===== src/rtl/module_keypad_scanner.sv =====
// -----------------------------------------------------------------------------
// module_keypad_scanner
//   4x4 matrix keypad scanner/decoder. Walks an active-low column strobe one
//   step per scan tick, samples the (synchronized) rows, debounces press and
//   release over DEBOUNCE_TICKS ticks and hands the decoded key to a consumer
//   through a level valid / pulse ack handshake.
//
// Ports
//   clk_10Mhz_i  in   system clock (10 MHz)
//   reset_i      in   asynchronous, active-high reset
//   scan_tick_i  in   one-cycle enable; scan/debounce advance only when high
//   row_i[3:0]   in   keypad rows, active-low, asynchronous to the clock
//   key_ack_i    in   consumer acknowledge, clears key_valid_o
//   col_o[3:0]   out  column drive, active-low, exactly one bit low
//   key_code_o   out  last accepted key, row_idx*4 + col_idx
//   key_valid_o  out  high from key acceptance until acknowledged
//   key_down_o   out  high while a key is held or its release is debounced
//   overrun_o    out  (only with KEYPAD_OVERRUN_FLAG_EN) sticky flag, set when
//                     a key is accepted over an unacknowledged one
//
// Optional feature macro: KEYPAD_OVERRUN_FLAG_EN
// -----------------------------------------------------------------------------
module module_keypad_scanner #(
   parameter int unsigned DEBOUNCE_TICKS = 4
) (
   input  logic       clk_10Mhz_i,
   input  logic       reset_i,
   input  logic       scan_tick_i,
   input  logic [3:0] row_i,
   input  logic       key_ack_i,
   output logic [3:0] col_o,
   output logic [3:0] key_code_o,
   output logic       key_valid_o,
   output logic       key_down_o
`ifdef KEYPAD_OVERRUN_FLAG_EN
   ,
   output logic       overrun_o
`endif
);

   typedef enum logic [1:0] {
      SCAN,
      PRESS_DB,
      HOLD,
      REL_DB
   } state_t;

   localparam logic [3:0] DB_TICKS = 4'(DEBOUNCE_TICKS);

   state_t     state_q, state_d;
   logic [1:0] col_idx_q, col_idx_d;
   logic [3:0] row_latch_q, row_latch_d;
   logic [3:0] cnt_q, cnt_d;
   logic [3:0] key_code_q, key_code_d;
   logic       key_valid_q, key_valid_d;
   logic [3:0] sync1_q, sync2_q;

   logic [3:0] row_s;
   logic [3:0] row_low;
   logic       row_s_valid;
   logic [1:0] row_s_idx;
   logic [3:0] cnt_inc;
   logic       accept;

   function automatic logic [1:0] low_index(input logic [3:0] rows);
      logic [1:0] idx;
      idx = '0;
      for (int unsigned i = 0; i < 4; i++) begin
         if (!rows[i]) idx = 2'(i);
      end
      return idx;
   endfunction

   // Two-flop synchronizer for the asynchronous row inputs
   always_ff @(posedge clk_10Mhz_i or posedge reset_i) begin
      if (reset_i) begin
         sync1_q <= '1;
         sync2_q <= '1;
      end else begin
         sync1_q <= row_i;
         sync2_q <= sync1_q;
      end
   end

   assign row_s   = sync2_q;
   assign row_low = ~row_s;
   // Exactly one row low: non-zero and a power of two
   assign row_s_valid = (row_low != '0) && ((row_low & (row_low - 4'd1)) == '0);
   assign row_s_idx   = low_index(row_s);
   assign cnt_inc     = cnt_q + 4'd1;

   always_ff @(posedge clk_10Mhz_i or posedge reset_i) begin
      if (reset_i) begin
         state_q     <= SCAN;
         col_idx_q   <= '0;
         row_latch_q <= '1;
         cnt_q       <= '0;
         key_code_q  <= '0;
         key_valid_q <= 1'b0;
      end else begin
         state_q     <= state_d;
         col_idx_q   <= col_idx_d;
         row_latch_q <= row_latch_d;
         cnt_q       <= cnt_d;
         key_code_q  <= key_code_d;
         key_valid_q <= key_valid_d;
      end
   end

   always_comb begin
      state_d     = state_q;
      col_idx_d   = col_idx_q;
      row_latch_d = row_latch_q;
      cnt_d       = cnt_q;
      accept      = 1'b0;

      if (scan_tick_i) begin
         case (state_q)
            SCAN: begin
               if (row_s_valid) begin
                  row_latch_d = row_s;
                  cnt_d       = 4'd1;
                  // A single-tick debounce accepts on the detection tick
                  if (DB_TICKS == 4'd1) begin
                     state_d = HOLD;
                     accept  = 1'b1;
                  end else begin
                     state_d = PRESS_DB;
                  end
               end else begin
                  col_idx_d = col_idx_q + 2'd1;
               end
            end
            PRESS_DB: begin
               if (row_s == row_latch_q) begin
                  cnt_d = cnt_inc;
                  if (cnt_inc == DB_TICKS) begin
                     state_d = HOLD;
                     accept  = 1'b1;
                  end
               end else begin
                  state_d   = SCAN;
                  col_idx_d = col_idx_q + 2'd1;
               end
            end
            HOLD: begin
               if (row_s == 4'b1111) begin
                  cnt_d = 4'd1;
                  if (DB_TICKS == 4'd1) begin
                     state_d   = SCAN;
                     col_idx_d = col_idx_q + 2'd1;
                  end else begin
                     state_d = REL_DB;
                  end
               end
            end
            REL_DB: begin
               if (row_s == 4'b1111) begin
                  cnt_d = cnt_inc;
                  if (cnt_inc == DB_TICKS) begin
                     state_d   = SCAN;
                     col_idx_d = col_idx_q + 2'd1;
                  end
               end else begin
                  state_d = HOLD;
               end
            end
            default: state_d = SCAN;
         endcase
      end
   end

   // Acceptance has priority over a coincident acknowledge
   always_comb begin
      key_valid_d = key_valid_q;
      key_code_d  = key_code_q;
      if (accept) begin
         key_valid_d = 1'b1;
         key_code_d  = {row_s_idx, col_idx_q};
      end else if (key_ack_i) begin
         key_valid_d = 1'b0;
      end
   end

`ifdef KEYPAD_OVERRUN_FLAG_EN
   logic overrun_q, overrun_d;

   always_comb begin
      overrun_d = overrun_q;
      if (accept && key_valid_q && !key_ack_i) begin
         overrun_d = 1'b1;
      end else if (!accept && key_ack_i && key_valid_q) begin
         overrun_d = 1'b0;
      end
   end

   always_ff @(posedge clk_10Mhz_i or posedge reset_i) begin
      if (reset_i) overrun_q <= 1'b0;
      else         overrun_q <= overrun_d;
   end

   assign overrun_o = overrun_q;
`endif

   assign col_o       = ~(4'b0001 << col_idx_q);
   assign key_code_o  = key_code_q;
   assign key_valid_o = key_valid_q;
   assign key_down_o  = (state_q == HOLD) || (state_q == REL_DB);

endmodule


===== config.mk =====
export PLATFORM = sky130hd
export DESIGN_NAME = module_keypad_scanner
export DESIGN_NICKNAME = d
export VERILOG_FILES = /design/src/rtl/module_keypad_scanner.sv
export SDC_FILE = /design/constraint.sdc
export NUM_CORES = 1
export LEC_CHECK = 0
export CAP_MARGIN = 20
export CORE_MARGIN = 2
export CORE_UTILIZATION = 45
export CTS_BUF_LIST = sky130_fd_sc_hd__clkbuf_8
export DETAILED_ROUTE_END_ITERATION = 6
export GPL_TIMING_DRIVEN = 0
export PLACE_DENSITY = 0.65
export SLEW_MARGIN = 20
export SYNTH_ARGS = -nofsm -noshare
export SYNTH_HDL_FRONTEND = slang
export SYNTH_SLANG_ARGS = --single-unit

===== constraint.sdc =====
create_clock -name clk_10Mhz_i -period 2.34 [get_ports clk_10Mhz_i]
set_input_delay 0.468 -clock clk_10Mhz_i [delete_from_list [all_inputs] [get_ports clk_10Mhz_i]]
set_output_delay 0.468 -clock clk_10Mhz_i [all_outputs]
set_load 0.01 [all_outputs]

# Word level (Yosys, flattened, before mapping)
# Cells that the tools add are included.
# totals
wordCells	67
register_bits	25
# op_classes
n_bitwise	3
n_eq_ne	15
n_mux	26
n_reduce_logical	11
add_sub_neg	3
n_shift	1
# ops
cell	count
$mux W2	12
$mux W4	4
$pmux W4 S4	1
$ne A2 B2 Y1 const B	7
$reduce_and A5 Y1	2
$not A4 Y4	2
$pmux W2 S4	1
$mux W1	7
$ne A3 B3 Y1 const B	2
$pmux W2 S3	1
$reduce_and A6 Y1	1
$add A4 B1 Y4 const B	1
$and A4 B4 Y4	1
$eq A2 B2 Y1 const B	2
$eq A4 B3 Y1 const B	1
$eq A4 B4 Y1	1
$eq A4 B4 Y1 const B	1
$logic_not A4 Y1	1
$reduce_bool A4 Y1	1
$shl A1 B2 Y4 const A	1
$sub A4 B1 Y4 const B	1
$reduce_and A3 Y1	1
$reduce_bool A3 Y1	1
$add A2 B1 Y2 const B	1
other kinds (5)	5

# Longest topological paths before layout
# Gate-level depths: netlist (run 1).
# logic_depth
depth_word	7
ltp_mapped	6

# Worst setup path before layout (run 1)
# Ideal clock, no wire load.
# synth_path
path_kind	register -> register
from	register sync2_q[3], in the netlist row_s[3]
to	register key_code_q[0], in the netlist key_code_o[0]
n_path_buf	1
setup_ns	0.125
path_slack_ns	0.230
synth_period_minus_slack_ns	2.110
path_stages_with_launch	6
required_time_ns	2.215
arrival_ns	1.985
cell_sequence	dfstp_2 clkbuf_1 xor2_1 or4_4 nor4_4 mux2_2
# synth_between
elab_chain_cells	4
# synth_lines
element	line	source
from (decl)	56	logic [3:0] sync1_q, sync2_q;
from (signal assigned)	81	sync2_q <= sync1_q;
$eq A4 B4 Y1	135	if (row_s == row_latch_q) begin
$mux W1	135	
$mux W1	118	case (state_q)
$mux W1	117	if (scan_tick_i) begin
to (signal assigned)	105	key_code_q <= key_code_d;
to (decl)	54	logic [3:0] key_code_q, key_code_d;
# No other way between the ends.
# A chain may end at the register's enable or synchronous reset.

# Worst setup path after layout (run 1)
# layout_path
from	register sync2_q[2], in the netlist row_s[2]
to	register cnt_q[3]
# layout_between
elab_chain_cells	7
# layout_lines
element	line	source
$not A4 Y4	86	assign row_low = ~row_s;
$sub A4 B1 Y4	88	assign row_s_valid = (row_low != '0) && ((row_low & (row_low - 4'd1)) == '0);
$and A4 B4 Y4	88	
$logic_not A4 Y1	88	
$logic_and A1 B1 Y1	88	
$ne A2 B2 Y1 (no source line)	-	
$reduce_and A5 Y1 (no source line) *	-	
to (signal assigned)	104	cnt_q <= cnt_d;
to (decl)	53	logic [3:0] cnt_q, cnt_d;
# Mark *: on every way between the ends. The rest lies on a longest branch, timed or not.

==> results.ini, run 1 <==
[outcome]
status=finished, final reports clean

[timing]
report.final.slew_viol_count=0
slew_headroom=0.396
finalHoldViolations=0
rsz0062_at_grt=no
fmax_ghz=0.464
min_period_ps=2150
tns_ps=0
worst_pin_slew_ps=905
skew_ps=6.98
finalSetupViolations=0
period_share=0.921

[global_routing]
grt_max_degree=26
grt_pass1_wl_um=3810
antenna_found_initial=0
grt_pass1_vias=893
grt.total_usage=0.155
overflow=0

[setup_path]
critPathCaptureType=flop
cp_max_fo=8
slowest_stage=or4_4
crit_type=flop to flop
cp_cell_sequence=buf_6 > xor2_1 > or4_4 > a2bb2oi_2 > or4_1 > nand3_1
required_ps=2560
start_kind=flop
worstPathArrival_ps=2380
critPathMaxStageDelay_ps=550

[power_and_ir_drop]
vdd_ir_drop_max_mv=0.569
power_density_nw_per_um2=967
power_uw=1460
p_leak_uw=0.000683

[floorplanning]
dieArea_um2=3210
io_pins=18
coreArea_um2=2690
die_w_um=56.6
start_util=0.464
fp.dieH_um=56.6
rows=19

[cells_and_area]
drive_gt1_frac=0.237
final_cell_area_um2=1510
postLayoutCoreUtil=0.564
instances_no_fill=162
num_antenna_cells=0
nFillCells=237
areaGrowthSynthToFinish_pct=21.5
final_nets=145
multi_input_area_um2=529
seqCellArea_um2=641

[hold_path]
holdCritPathClass=flop to flop

[clock_tree]
clk_pin_slew_ps=90
cts_root_buf=clkbuf_8
cts_htree_levels=1
cts_buffers=3
clk_latency_ps=280
cts_tree=yes
postCtsResizedCells=0
cts_max_path_buffers=2
clock-sinks=25

[placement]
dp_hpwl_um=1550
dp_cells=157
globalplace.congestion=0.774
io_buffers=17
dpl-instance-area_um2=1460

[logic_synthesis]
yosys.area.top_type=dfrtp_1
synth_edf_count=0
synth_area_um2=1250
ys_seq_elements=25
dominantRegCellSynth=dfrtp_1
synth_common_cells=dfrtp_1 (13), inv_1 (13), dfstp_2 (12), mux2_2 (8), nand2_1 (7)
yosysSeqAreaShare=0.514
async_flop_share=1.00
synthCells=109
synth_fp_nets=122
ys_warn_count=0
synth.distinct_cells=39
synthTopCellsByArea=dfrtp_1 (26%), dfstp_2 (25%), mux2_2 (7.2%)
synth_top_area_share=0.261
syn_area_per_cell_um2=11.4

[flow_run]
maxCapViolCount=0

[route]
dr.pass1.iters=4
finalWirelength_um=2180
drc=0
first_iter_violations=15
wire_per_inst_um=13.4
vias=867
ant_nets=0
via_per_inst=5.35

[what timing repair did]
action                     in CTS  in global routing
buffers inserted                0                  2
setup endpoints to repair       4                  5
hold buffers                    0                  0
cloned                          0                  0
pin swaps                       1                  1
[power by group]
group          switching [µW]  internal, µW
Sequential                100           570
Clock                     145           122
Combinational             259           268
Total                     504           959
[final cells by class]
class	instances	share of cell area
inverters	13	0.0322
repair buffers	19	0.122
plain buffers	4	0.0157
multi-input cells	66	0.350
well taps	31	0.0256
flip-flops and latches	25	0.423
clock inverters	1	0.00413
clock buffers	3	0.0273
[worst paths after layout]
check	startpoint	endpoint	slack, ps	depth (start not counted)
min in group asynchronous	reset_i	col_idx_q[1]	680	2
hold / removal	sync1_q[1]	row_s[1]	360	0
setup reg to reg	row_s[2]	cnt_q[3]	190	6
hold reg to reg	sync1_q[1]	row_s[1]	360	0
setup / recovery	row_s[2]	cnt_q[3]	190	6
max in group asynchronous	reset_i	key_code_o[2]	1110	2
[cells by family (layout without fill, tap and decap cells)]
kind of cell               after synthesis  in the layout  share of synthesized area
and+or+nand+nor                         26             26                      0.130
muxes                                    9              9                     0.0803
buffers and inverters                   18             40                     0.0612
adders and majority gates                5              5                     0.0502
xor gates and xnor gates                 7              7                     0.0492
DFF                                     25             25                      0.514
AOI/OAI and AO/OA                       19             19                      0.115
[per-layer routing]
metal	track usage	part of all wire	vias to the layer above
met4	0.0612	0.0096	0
met2	0.248	0.50	14
met3	0.0507	0.039	3
li1	-	-	421
met1	0.193	0.45	429
met5	0	0	-
[worst max-delay path: cells and delay by family (launching register included)]
kind            cells  cell delay (ps)
compound gates      1              200
xor+xnor            1               60
buf+inv             1              120
flops               1              530
simple gates        3             1180
[metrics by stage]
stage / hold WS, ps / setup slack [ps]
floorplan: 345 / 230
global placement: 346 / -210
detailed placement: 348 / -201
CTS: 362 / 18.8
global route: 367 / 93.4
finish: 360 / 185
[sequential cells by signal, indices dropped and copies added (netlist names)]
signal / count
cnt_q: 4
row_s: 4
key_valid_o: 1
sync1_q: 4
state_q: 2
col_idx_q: 2
key_code_o: 4
row_latch_q: 4
[layout by cell type, fill, tap and decap left out, types with 2 or more instances in the layout]
master and count:
nor2_1 3, xnor2_1 2, ha_1 5, buf_4 2
nand3_1 4, o221ai_1 2, dfstp_2 12, nand2_1 7
a21o_1 2, xor2_1 5, o211ai_1 3, inv_1 13
clkdlybuf4s50_1 17, o21ai_0 2, clkbuf_8 3, clkbuf_1 2
mux2_2 8, a22oi_1 2, dfrtp_1 13
No activity file was read; power rests on OpenSTA's default activity.
==> inputs of run 2 (changes only) <==
--- a/config.mk
+++ b/config.mk
@@ -9,10 +9,10 @@
 export CORE_MARGIN = 2
 export CORE_UTILIZATION = 45
 export CTS_BUF_LIST = sky130_fd_sc_hd__clkbuf_8
+export CTS_CLUSTER_SIZE = 20
 export DETAILED_ROUTE_END_ITERATION = 6
 export GPL_TIMING_DRIVEN = 0
 export PLACE_DENSITY = 0.65
-export SLEW_MARGIN = 20
 export SYNTH_ARGS = -nofsm -noshare
 export SYNTH_HDL_FRONTEND = slang
 export SYNTH_SLANG_ARGS = --single-unit
==> constraint.sdc (replaced) <==
create_clock -name clk_10Mhz_i -period 2 [get_ports clk_10Mhz_i]
set_input_delay 0.4 -clock clk_10Mhz_i [delete_from_list [all_inputs] [get_ports clk_10Mhz_i]]
set_output_delay 0.4 -clock clk_10Mhz_i [all_outputs]
set_load 0.01 [all_outputs]
==> results.ini, run 2 (synthesis gave the netlist of run 1 again) <==
[floorplanning]
die_w_um=56.6
fp.dieH_um=56.6
io_pins=18
rows=19
start_util=0.464
dieArea_um2=3210
coreArea_um2=2690

[setup_path]
critPathCaptureType=flop
required_ps=2150
worstPathArrival_ps=2110
worstReg2RegStart=row_s[2]
worst-path-buf-inv=1
crit_type=flop to flop
path_delay_family=simple AND/OR/NAND/NOR gates
critPathMaxStageDelay_ps=560
start_kind=flop
reg2regPathDepth=5
slowest_stage=dfstp_2
rrSetupSlack_ps=40
cp_max_fo=6
timing.rr.end=key_code_o[1]
cp_cell_sequence=xor2_1 > or4_4 > nor4_4 > buf_6 > mux2_4

[cells_and_area]
final_cell_area_um2=1610
layout_common_cells=inv_1 (13), clkdlybuf4s50_1 (13), dfrtp_1 (12), dfstp_2 (12), nand2_1 (7)
nFillCells=246
areaGrowthSynthToFinish_pct=28.8
drive_gt1_frac=0.299
postLayoutCoreUtil=0.598
num_antenna_cells=0
final_nets=148

[power_and_ir_drop]
vdd_ir_drop_max_mv=0.807
p_sw_uw=596
switching_share=0.339
power_density_nw_per_um2=1100
p_leak_uw=0.000725
p_int_uw=1160
p_clk_frac=0.166
combPwrFrac=0.371
p_seq_frac=0.463

[hold_path]
holdCritPathClass=flop to flop
worstHoldEndpoint=row_s[0]
holdPathStages=0
hp-start=sync1_q[0]

[route]
via_per_inst=5.38
finalWirelength_um=2250
drc=0
first_iter_violations=9
vias=887
wire_per_inst_um=13.6
ant_nets=0
dr.pass1.iters=4

[clock_tree]
cts_root_buf=clkbuf_8
clk_pin_slew_ps=90
cts_tree=yes
cts_hold_buf=0
clock-sinks=25
clk_latency_ps=260
cts_buffers=3
cts_max_path_buffers=2
cts_htree_levels=1

[global_routing]
antenna_found_initial=0
overflow=0
grt_pass1_vias=911
grt.total_usage=0.159
grt_max_degree=26
grt_pass1_wl_um=4000

[timing]
worst_pin_slew_ps=901
finalSetupViolations=0
fmax_ghz=0.511
report.final.slew_viol_count=0
finalHoldViolations=0
slew_headroom=0.398
min_period_ps=1960
skew_ps=3.83
period_share=0.978
rsz0062_at_grt=yes

[placement]
io_buffers=17
dpl-instance-area_um2=1480
dp_hpwl_um=1530
globalplace.congestion=0.738

[flow_run]
maxCapViolCount=0

[outcome]
status=finished, final reports clean

[run 2: changes by cell type in the layout (fill, tap and decap cells not counted), moves of 3 or more]
cell	before	now
buf_4	2	6
clkdlybuf4s50_1	17	13
mux2_2	8	4
mux2_4	0	4
dlymetal6s2s_1	0	3
[run 2: routing by layer]
metal,GRT usage,vias up,share of wire
met1,0.207,443,0.43
met3,0.0207,2,0.037
met5,0,-,0
met4,0.0510,0,0.0058
li1,-,426,-
met2,0.272,16,0.53
[run 2: cell type report]
type / count / area (µm²) / area share
flip-flops and latches: 25 / 642 / 0.400
multi-input cells: 66 / 588 / 0.366
repair buffers: 24 / 233 / 0.145
inverters: 13 / 48.8 / 0.0304
clock buffers: 3 / 41.3 / 0.0257
well taps: 31 / 38.8 / 0.0242
plain buffers: 2 / 8.76 / 0.00546
clock inverters: 1 / 5.00 / 0.00312
[run 2: through the flow]
stage                     hold slack [ps]  worst slack [ps]  total power, µW  cells  TNS [ps]
after floorplan                       345             -13.1             1220    109     -52.4
after global placement                345              -516             1400    157     -2730
after detailed placement              347              -534             1440    157     -2870
after CTS                             356             -20.5             1750    163     -75.8
after global routing                  361             -29.5             1910    165      -135
final                                 354              44.8             1760    165         0
[run 2: power by group through the flow]
stage	Sequential (µW)	Clock (µW)	Combinational, µW
after floorplan	762	0	459
after global placement	779	0	621
after detailed placement	786	0	649
after CTS	782	311	658
after global routing	841	332	738
final	815	292	653
[run 2: timing repair]
item | CTS | global route
resized for setup | 8 | 8
setup buffers | 4 | 3
pin swaps | 3 | 2
setup endpoints to repair | 6 | 9
[run 2: worst max-delay path by stage]
stage                 from       endpoint  slack (ps)  depth (start not counted)
2_1_floorplan     row_s[3]  key_code_o[0]         -10                          5
3_3_place_gp   scan_tick_i  key_code_o[2]        -520                          5
3_5_place_dp   scan_tick_i  key_code_o[2]        -530                          5
4_1_cts           row_s[2]  key_code_o[1]         -20                          5
5_1_grt           row_s[2]       cnt_q[3]         -30                          5
6_report          row_s[2]  key_code_o[1]          40                          5
==> inputs of run 3 (changes only) <==
==> constraint.sdc (replaced) <==
create_clock -name clk_10Mhz_i -period 2 [get_ports clk_10Mhz_i]
set_input_delay 0.4 -clock clk_10Mhz_i [delete_from_list [all_inputs] [get_ports clk_10Mhz_i]]
set_output_delay 0.4 -clock clk_10Mhz_i [all_outputs]
set_load 0.005 [all_outputs]
==> results.ini, run 3 (synthesis gave the netlist of run 1 again) <==
[outcome]
status=finished, final reports clean

[setup_path]
required_ps=2200
worstReg2RegStart=row_s[2]
cp_max_fo=7
critPathCaptureType=flop
crit_type=flop to flop
worstPathArrival_ps=2160
timing.rr.end=cnt_q[3]
rrSetupSlack_ps=40
reg2regPathDepth=5
start_kind=flop

[floorplanning]
io_pins=18
start_util=0.464
fp.dieH_um=56.6
coreArea_um2=2690
rows=19
dieArea_um2=3210
die_w_um=56.6

[cells_and_area]
mostFrequentLayoutCell=clkdlybuf4s50_1
layout_common_cells=clkdlybuf4s50_1 (16), inv_1 (13), dfrtp_1 (12), dfstp_2 (12), nand2_1 (7)
num_antenna_cells=0
final_nets=148
drive_gt1_frac=0.299
areaGrowthSynthToFinish_pct=28.2

[route]
wl_met2_um=1200
vias=883
drc=0
first_iter_violations=12
dr.pass1.iters=4
via_per_inst=5.35
ant_nets=0
wl_met1_um=991
finalWirelength_um=2260
highest_layer=met4
met3RoutedLength_um=50
wire_per_inst_um=13.7

[placement]
globalplace.congestion=0.738
io_buffers=17
place_ws_ps=-534
dp_hpwl_um=1530

[timing]
report.final.slew_viol_count=0
worst_pin_slew_ps=903
whs_ps=357
fmax_ghz=0.511
rsz0062_at_grt=yes
slew_headroom=0.397
finalSetupViolations=0
period_share=0.978
finalHoldViolations=0
fin_ws_ps=43.2
min_period_ps=1960
skew_ps=1.52

[clock_tree]
clk_latency_ps=260
cts_hold_buf=0
clock-sinks=25
clk_pin_slew_ps=90
cts_buffers=3
cts_htree_levels=1
cts_root_buf=clkbuf_8
cts_tree=yes
cts_max_path_buffers=2

[global_routing]
grt_pass1_vias=911
grt_max_degree=26
antenna_found_initial=0
grt.total_usage=0.159
overflow=0
grt_pass1_wl_um=4000

[power_and_ir_drop]
p_leak_uw=0.000712
power_density_nw_per_um2=1100
vdd_ir_drop_max_mv=0.796
power_uw=1750

[hold_path]
worstHoldEndpoint=row_s[0]
holdCritPathClass=flop to flop
hp-start=sync1_q[0]
holdPathStages=0

[flow_run]
maxCapViolCount=0

==> run 3: changes by cell type in the layout (fill, tap and decap cells not counted), sizes merged <==
cell	change
clkdlybuf4s50	+3
dlymetal6s2s	-3
==> run 3: stage by stage <==
step / TNS (ps) / util / instance area, µm² / instances
floorplan: -52.4 / - / 1270 / 109
global placement: -2730 / 0.550 / 1480 / 157
detailed placement: -2870 / 0.550 / 1480 / 157
CTS: -75.8 / 0.578 / 1550 / 163
global route: -139 / 0.595 / 1600 / 165
finish: 0 / 0.595 / 1600 / 165
==> run 3: worst max-delay path, cell delays in order (launching register included) <==
cell	delay [ps]
dfstp_2	560
xor2_1	70
or4_4	560
a2bb2oi_4	190
or4_1	410
nand3_1	100
==> run 3: what timing repair did <==
action,in CTS,in global routing
buffers inserted,4,3
endpoints found under the setup margin,6,8
gates resized for setup,8,5
pin swaps,3,2
==> run 3: area by class of cell <==
cell class	count	area, µm²
flip-flops and latches	25	642
multi-input cells	66	588
clock buffers	3	41.3
inverters	13	48.8
repair buffers	24	225
fillers	247	1090
clock inverters	1	5.00
well taps	31	38.8
plain buffers	2	8.76
==> run 3: report_power, final <==
part / switching [µW] / internal (µW)
clock: 155 / 139
sequential: 145 / 669
combinational: 281 / 364
total: 582 / 1170
==> run 3: worst max path at each step <==
stage | from | to | slack (ps) | depth (start not counted)
6_report | row_s[2] | cnt_q[3] | 40 | 5
5_1_grt | row_s[2] | cnt_q[3] | -30 | 5
4_1_cts | row_s[2] | key_code_o[1] | -20 | 5
3_5_place_dp | scan_tick_i | key_code_o[2] | -530 | 5
3_3_place_gp | scan_tick_i | key_code_o[2] | -520 | 5
2_1_floorplan | row_s[3] | key_code_o[0] | -10 | 5
==> run 3: routing by layer <==
layer,vias to the layer above,track usage
li1,425,-
met1,445,0.207
met2,11,0.272
met3,2,0.0207
met4,0,0.0510
met5,-,0
